===== src/rtl/mem_wb_stage.sv =====
// Memory-access / write-back stage: runs loads and stores against a fixed-latency
// SRAM, freezes the upstream pipeline while an access is in flight, and owns the
// register-file write-back register.
module mem_wb_stage #(
  parameter int unsigned DATA_W      = 32,
  parameter int unsigned REG_ADDR_W  = 4,
  parameter int unsigned SRAM_ADDR_W = 17,
  parameter int unsigned MEM_BASE    = 1024,
  parameter int unsigned WAIT_CYCLES = 5
) (
  input  logic                   clk,
  input  logic                   rst,
  input  logic                   wb_en_in,
  input  logic                   mem_r_en_in,
  input  logic                   mem_w_en_in,
  input  logic [DATA_W-1:0]      alu_result,
  input  logic [DATA_W-1:0]      st_val,
  input  logic [REG_ADDR_W-1:0]  dest_in,
  output logic                   freeze,
  output logic [SRAM_ADDR_W-1:0] sram_addr,
  output logic [DATA_W-1:0]      sram_dq_out,
  output logic                   sram_we_n,
  output logic                   sram_oe_n,
  input  logic [DATA_W-1:0]      sram_dq_in,
  output logic                   wb_en,
  output logic [REG_ADDR_W-1:0]  wb_dest,
  output logic [DATA_W-1:0]      wb_result
);

  localparam int unsigned CntW = 4;

  typedef enum logic [1:0] {StIdle, StAccess, StDone} state_e;

  state_e                 state_q, state_d;
  logic [CntW-1:0]        cnt_q, cnt_d;
  logic                   rd_q, rd_d;       // latched operation: 1 = load, 0 = store
  logic [DATA_W-1:0]      rdata_q, rdata_d;
  logic [SRAM_ADDR_W-1:0] addr_q, addr_d;
  logic [DATA_W-1:0]      dq_q, dq_d;       // doubles as the latched store value
  logic                   we_n_q, we_n_d;
  logic                   oe_n_q, oe_n_d;
  logic                   wb_en_q, wb_en_d;
  logic [REG_ADDR_W-1:0]  wb_dest_q, wb_dest_d;
  logic [DATA_W-1:0]      wb_result_q, wb_result_d;
  logic                   req;

  assign req         = mem_r_en_in | mem_w_en_in;
  assign sram_addr   = addr_q;
  assign sram_dq_out = dq_q;
  assign sram_we_n   = we_n_q;
  assign sram_oe_n   = oe_n_q;
  assign wb_en       = wb_en_q;
  assign wb_dest     = wb_dest_q;
  assign wb_result   = wb_result_q;

  // Stall upstream from the cycle a request appears until the access completes.
  always_comb begin
    freeze = rst & (((state_q == StIdle) & req) | (state_q == StAccess));
  end

  // Next-state logic for the access FSM, SRAM strobes and write-back register.
  always_comb begin
    state_d     = state_q;
    cnt_d       = cnt_q;
    rd_d        = rd_q;
    rdata_d     = rdata_q;
    addr_d      = addr_q;
    dq_d        = dq_q;
    we_n_d      = we_n_q;
    oe_n_d      = oe_n_q;
    wb_en_d     = 1'b0;
    wb_dest_d   = wb_dest_q;
    wb_result_d = wb_result_q;
    unique case (state_q)
      StIdle: begin
        if (req) begin
          // Read wins when both enables are set; no write is issued then.
          rd_d    = mem_r_en_in;
          addr_d  = SRAM_ADDR_W'((alu_result - DATA_W'(MEM_BASE)) >> 2);
          dq_d    = st_val;
          we_n_d  = mem_r_en_in;
          oe_n_d  = ~mem_r_en_in;
          cnt_d   = CntW'(1);
          state_d = StAccess;
        end else begin
          wb_en_d     = wb_en_in;
          wb_dest_d   = dest_in;
          wb_result_d = alu_result;
        end
      end
      StAccess: begin
        cnt_d = cnt_q + CntW'(1);
        if (cnt_q == CntW'(WAIT_CYCLES)) begin
          if (rd_q) rdata_d = sram_dq_in;
          we_n_d  = 1'b1;
          oe_n_d  = 1'b1;
          state_d = StDone;
        end
      end
      StDone: begin
        // The held instruction is still on the inputs; stores never write back.
        if (rd_q) begin
          wb_en_d     = wb_en_in;
          wb_dest_d   = dest_in;
          wb_result_d = rdata_q;
        end
        cnt_d   = '0;
        state_d = StIdle;
      end
      default: state_d = StIdle;
    endcase
  end

  // State and output registers; reset abandons any access in progress.
  always_ff @(posedge clk or negedge rst) begin
    if (!rst) begin
      state_q     <= StIdle;
      cnt_q       <= '0;
      rd_q        <= 1'b0;
      rdata_q     <= '0;
      addr_q      <= '0;
      dq_q        <= '0;
      we_n_q      <= 1'b1;
      oe_n_q      <= 1'b1;
      wb_en_q     <= 1'b0;
      wb_dest_q   <= '0;
      wb_result_q <= '0;
    end else begin
      state_q     <= state_d;
      cnt_q       <= cnt_d;
      rd_q        <= rd_d;
      rdata_q     <= rdata_d;
      addr_q      <= addr_d;
      dq_q        <= dq_d;
      we_n_q      <= we_n_d;
      oe_n_q      <= oe_n_d;
      wb_en_q     <= wb_en_d;
      wb_dest_q   <= wb_dest_d;
      wb_result_q <= wb_result_d;
    end
  end

endmodule


===== config.mk =====
export PLATFORM = sky130hd
export DESIGN_NAME = mem_wb_stage
export DESIGN_NICKNAME = d
export VERILOG_FILES = /design/src/rtl/mem_wb_stage.sv
export SDC_FILE = /design/constraint.sdc
export NUM_CORES = 1
export LEC_CHECK = 0
export BUFFER_PORTS_ARGS = -buffer_cell sky130_fd_sc_hd__buf_2
export CORE_MARGIN = 2
export CORE_UTILIZATION = 50
export DETAILED_ROUTE_END_ITERATION = 8
export PLACE_DENSITY_LB_ADDON = 0.2
export SLEW_MARGIN = 10
export SYNTH_ARGS = -nofsm -noshare
export SYNTH_HDL_FRONTEND = slang
export SYNTH_SLANG_ARGS = --single-unit

===== constraint.sdc =====
create_clock -name clk -period 2.61 [get_ports clk]
set_clock_uncertainty 0.2 [all_clocks]
set_input_delay 0.522 -clock clk [delete_from_list [all_inputs] [get_ports clk]]
set_output_delay 0.522 -clock clk [all_outputs]
set_load 0.1 [all_outputs]

Word-level counts from Yosys, hierarchy flattened. Index checks and enable logic that the tools add are counted.

Bits in registers: 127. Bits in latches: 0. Memory bits (writable): 0. Bits in read-only memories: 0. Input port bits: 105. Output and inout bits: 89. Logic and storage cells: 54. Memories kept: 0.

$add $sub $neg: 2. Multiply operators: 0. Div/mod/pow operators: 0. Order comparisons: 0. Equality and inequality tests: 7. Shift-type cells: 0. Muxes and demuxes: 19. Bitwise operators: 5. Reductions and logical operators: 10.

Operator list (number): $mux W32 (2); $pmux W32 S2 (1); $sub A19 B11 Y19 const B (1); $mux W4 (3); $pmux W4 S3 (1); $reduce_and A3 Y1 (3); $pmux W4 S2 (1); $ne A2 B2 Y1 const B (3); $pmux W1 S2 (3); $reduce_and A2 Y1 (3); $mux W1 (5); $add A4 B1 Y4 const B (1); $eq A4 B3 Y1 const B (1); $mux W2 (2); $pmux W2 S2 (1); $reduce_bool A2 Y1 (2); $reduce_bool A3 Y1 (1); $and A1 B1 Y1 (2); $eq A2 B1 Y1 const B (1); $eq A2 B2 Y1 const B (1); $logic_not A2 Y1 (1); $ne A2 B1 Y1 const B (1); $or A1 B1 Y1 (2); $not A1 Y1 (1).

Logic depth before layout (Yosys ltp).
Depth in word-level cells: 4. Gate-level depth with buffers: 7. Gate-level depth less buffers: 5.

Worst setup path after synthesis. No wires, ideal clock.

Kind: flip-flop to output port. Start: register state_q[0]. End: output port freeze. Data arrival time: 2.061 ns. Required time: 1.888 ns. Setup slack: -0.173 ns. Cell stages (with the launch flop): 7. Buffers on the path: 2. Path through: dfrtp_1 > inv_1 > ha_1 > o21a_1 > buf_2 > clkbuf_1 > o21a_1.

Word-level cells in the longest chain between the ends: 4. Elaborated cells between the ends (all ways): 5. Those cells by class: 1 x eq/ne; 3 x bitwise; 1 x reduce/logical.

RTL lines: start: declaration (line 34) `state_e state_q, state_d;`; start signal: assignment (line 117) `state_q <= StIdle;`; start signal: assignment (line 129) `state_q <= state_d;`; $logic_not A2 Y1 (line 58) `freeze = rst & (((state_q == StIdle) & req) | (state_q == StAccess));`; $and A1 B1 Y1 (line 58); $or A1 B1 Y1 * (line 58); $and A1 B1 Y1 * (line 58); end: declaration (line 19) `output logic freeze,`.

Mark *: on every way between the ends. The rest lies on a longest branch, timed or not.

Worst setup path after layout.
Start: register state_q[1]. End: output port freeze.

Same word-level chain as after synthesis.

==> flow_metrics.tcl <==
set metrics [dict create \
    grt_pass1_wl_um 20100 \
    ys_seq_elements 127 \
    antennaDiodeCount 0 \
    whs_endpoint "sram_dq_out[12]" \
    slew_violations 0 \
    synth_common_cells "131 x nand2_1, 125 x dfrtp_1, 66 x mux2_1" \
    areaGrowthSynthToFinish_pct 39.1 \
    clockBufferDepth 2 \
    hold_path_class "input pin to flip-flop" \
    r2r-start "state_q[0]" \
    cts_buffers 17 \
    via_per_inst 4.95 \
    drc_errors 0 \
    end_kind "output port" \
    synth_cells 458 \
    fin_crit_ps 2480 \
    vias 4180 \
    worst_pin_slew_ps 691 \
    yosys-top-cells-area "dfrtp_1 57%, mux2_1 14%, nand2_1 9.0%" \
    finalCritPeriodShare_pct 95.2 \
    start_util_pct 50.7 \
    cp_data_arrival_time_ps 1760 \
    setup-tns-final_ps 0 \
    antenna_found_initial 0 \
    hp-start "st_val[12]" \
    yosysWarningCount 0 \
    syn_area_per_cell_um2 11.9 \
    grt_max_degree 128 \
    fin_area_um2 7570 \
    crit_fanout 8 \
    rows 38 \
    cts_root_buf "clkbuf_8" \
    final_nets 804 \
    critPathKind "flip-flop to output port" \
    instances_no_fill 844 \
    nFillCells 785 \
    finalHoldViolations 0 \
    fp.dieArea_um2 11700 \
    setup_viol 0 \
    dp_hpwl_um 8440 \
    dieWidth_um 108 \
    reg2reg_slack_ps 480 \
    status "finished clean" \
    antenna_left 0 \
    port_buffers 193 \
    reg2reg_to "wb_result[18]" \
    globalRouteOverflowTotal 0 \
    clock_latency_ps 510 \
    syn_area_um2 5440 \
    dpl_cell_area_um2 6640 \
    timing.fmax_ghz 0.403 \
    max_stage_delay_ps 400 \
    firstDrtPassIters 4 \
    synth_edf_count 0 \
    syn_nets 571 \
    ioPinCount 194 \
    ys_types 37 \
    synth_top_area_cell "dfrtp_1" \
    wire_per_inst_um 14.9 \
    drt-initial-drc-count 221 \
    critPathSlowestCell "dfrtp_1" \
    cp-start-kind "flip-flop" \
    htree_levels 4 \
    dp.cells 779 \
    die_y_um 108 \
    async_reset_ff_share_pct 100 \
    synthFlopType "dfrtp_1" \
    maxSlewHeadroom_pct 53.9 \
    grt.total_usage_pct 22.3 \
    wl_um 12600 \
    cts_tree "done" \
    ys_seq_area_share_pct 58.4 \
    drv_cap 0 \
    place.gp.congestion 0.817 \
    synth_top_area_share_pct 57.5 \
    grt_pass1_vias 4227 \
    core-area_um2 10700 \
    rsz0062_at_grt "false" \
    ff2ff_path_depth 6 \
    critical_path.cell_chain "inv_1, ha_4, o21a_4, o21a_2, buf_12" \
    drive_gt1_share_pct 39.9 \
    required_ps 1890 \
    cts_sinks 127 \
    clk_pin_slew_worst_paths_ps 60 \
    holdPathStages 3 \
    yosysMostFrequentCell "nand2_1" \
]
## state kept, by name, summed over array words and instances, names as in the netlist
signal       cells
cnt_q            4
rd_q             1
rdata_q         32
sram_addr       17
sram_dq_out     32
sram_oe_n        1
sram_we_n        1
state_q          2
wb_dest          4
wb_en            1
wb_result       32
## cell type report
class                   count  area, um2  area share, %
clock buffers              28        515           6.81
inverters                   5       18.8          0.248
well taps                 140        175           2.31
repair buffers            236       1420           18.7
flip-flops and latches    127       3180           42.0
multi-input cells         304       2190           28.9
clock inverters             4       72.6          0.959
## how the worst max path moves through the flow
stage	from	endpoint	slack [ps]	depth (start not counted)
floorplan	state_q[0]	freeze	90	6
global placement	state_q[0]	freeze	390	5
detailed placement	state_q[0]	freeze	330	5
CTS	state_q[0]	freeze	20	5
global route	state_q[1]	freeze	40	5
finish	state_q[1]	freeze	130	5
## critical path, delay by kind of cell, from the launching register on
family          cells  cell delay, ps
compound gates      2             320
fa+ha+maj           1             210
buf+inv             2             320
flops               1             400
## stage by stage
step                      utilization [%]  setup WS, ps  hold WS [ps]
after floorplan                         -          92.3          26.4
after global placement               61.8           391           252
after detailed placement             61.8           331           257
after CTS                            70.1          17.2          2.28
after global routing                 70.5          39.9          1.36
final                                70.5           126          18.2
## layout by cell type, fill, tap and decap left out, drive strengths merged, types with 2 or more instances in the layout
cell,instances
a21oi,3
a31oi,5
buf,206
bufinv,2
clkbuf,28
dfrtp,125
dfstp,2
dlygate4sd3,30
ha,8
inv,5
mux2,100
mux2i,2
nand2,131
nor2,8
nor2b,3
nor3b,2
o21a,3
o21ai,15
o31ai,5
or3,4
or4,3
xnor2,2
## layer usage
metal | vias up | part of all wire, % | global-route usage [%]
li1 | 2013 | - | -
met1 | 1994 | 45 | 28.1
met2 | 159 | 46 | 35.7
met3 | 14 | 8.2 | 8.32
met4 | 0 | 1.2 | 7.42
met5 | - | 0 | 0
## kinds of logic after synthesis
logic type / after synthesis / share of synthesized area, %
multiplexers: 102 / 21.1
adder cells (fa/ha/maj): 8 / 1.84
XOR/XNOR: 2 / 0.322
flip-flops: 127 / 58.4
AND/OR/NAND/NOR: 158 / 12.4
AO/OA/AOI/OAI: 34 / 3.82
buffers and inverters: 27 / 2.18
## timing repair
action | in CTS | in global routing
resized for setup | 3 | 2
hold buffers | 29 | 1
buffers inserted | 0 | 3
hold endpoints to repair | 153 | 1
setup endpoints to repair | 1 | 1
cloned | 0 | 0
Power is not shown: default switching activity piles up to over one toggle a cycle in this logic, so the estimate is an artifact.
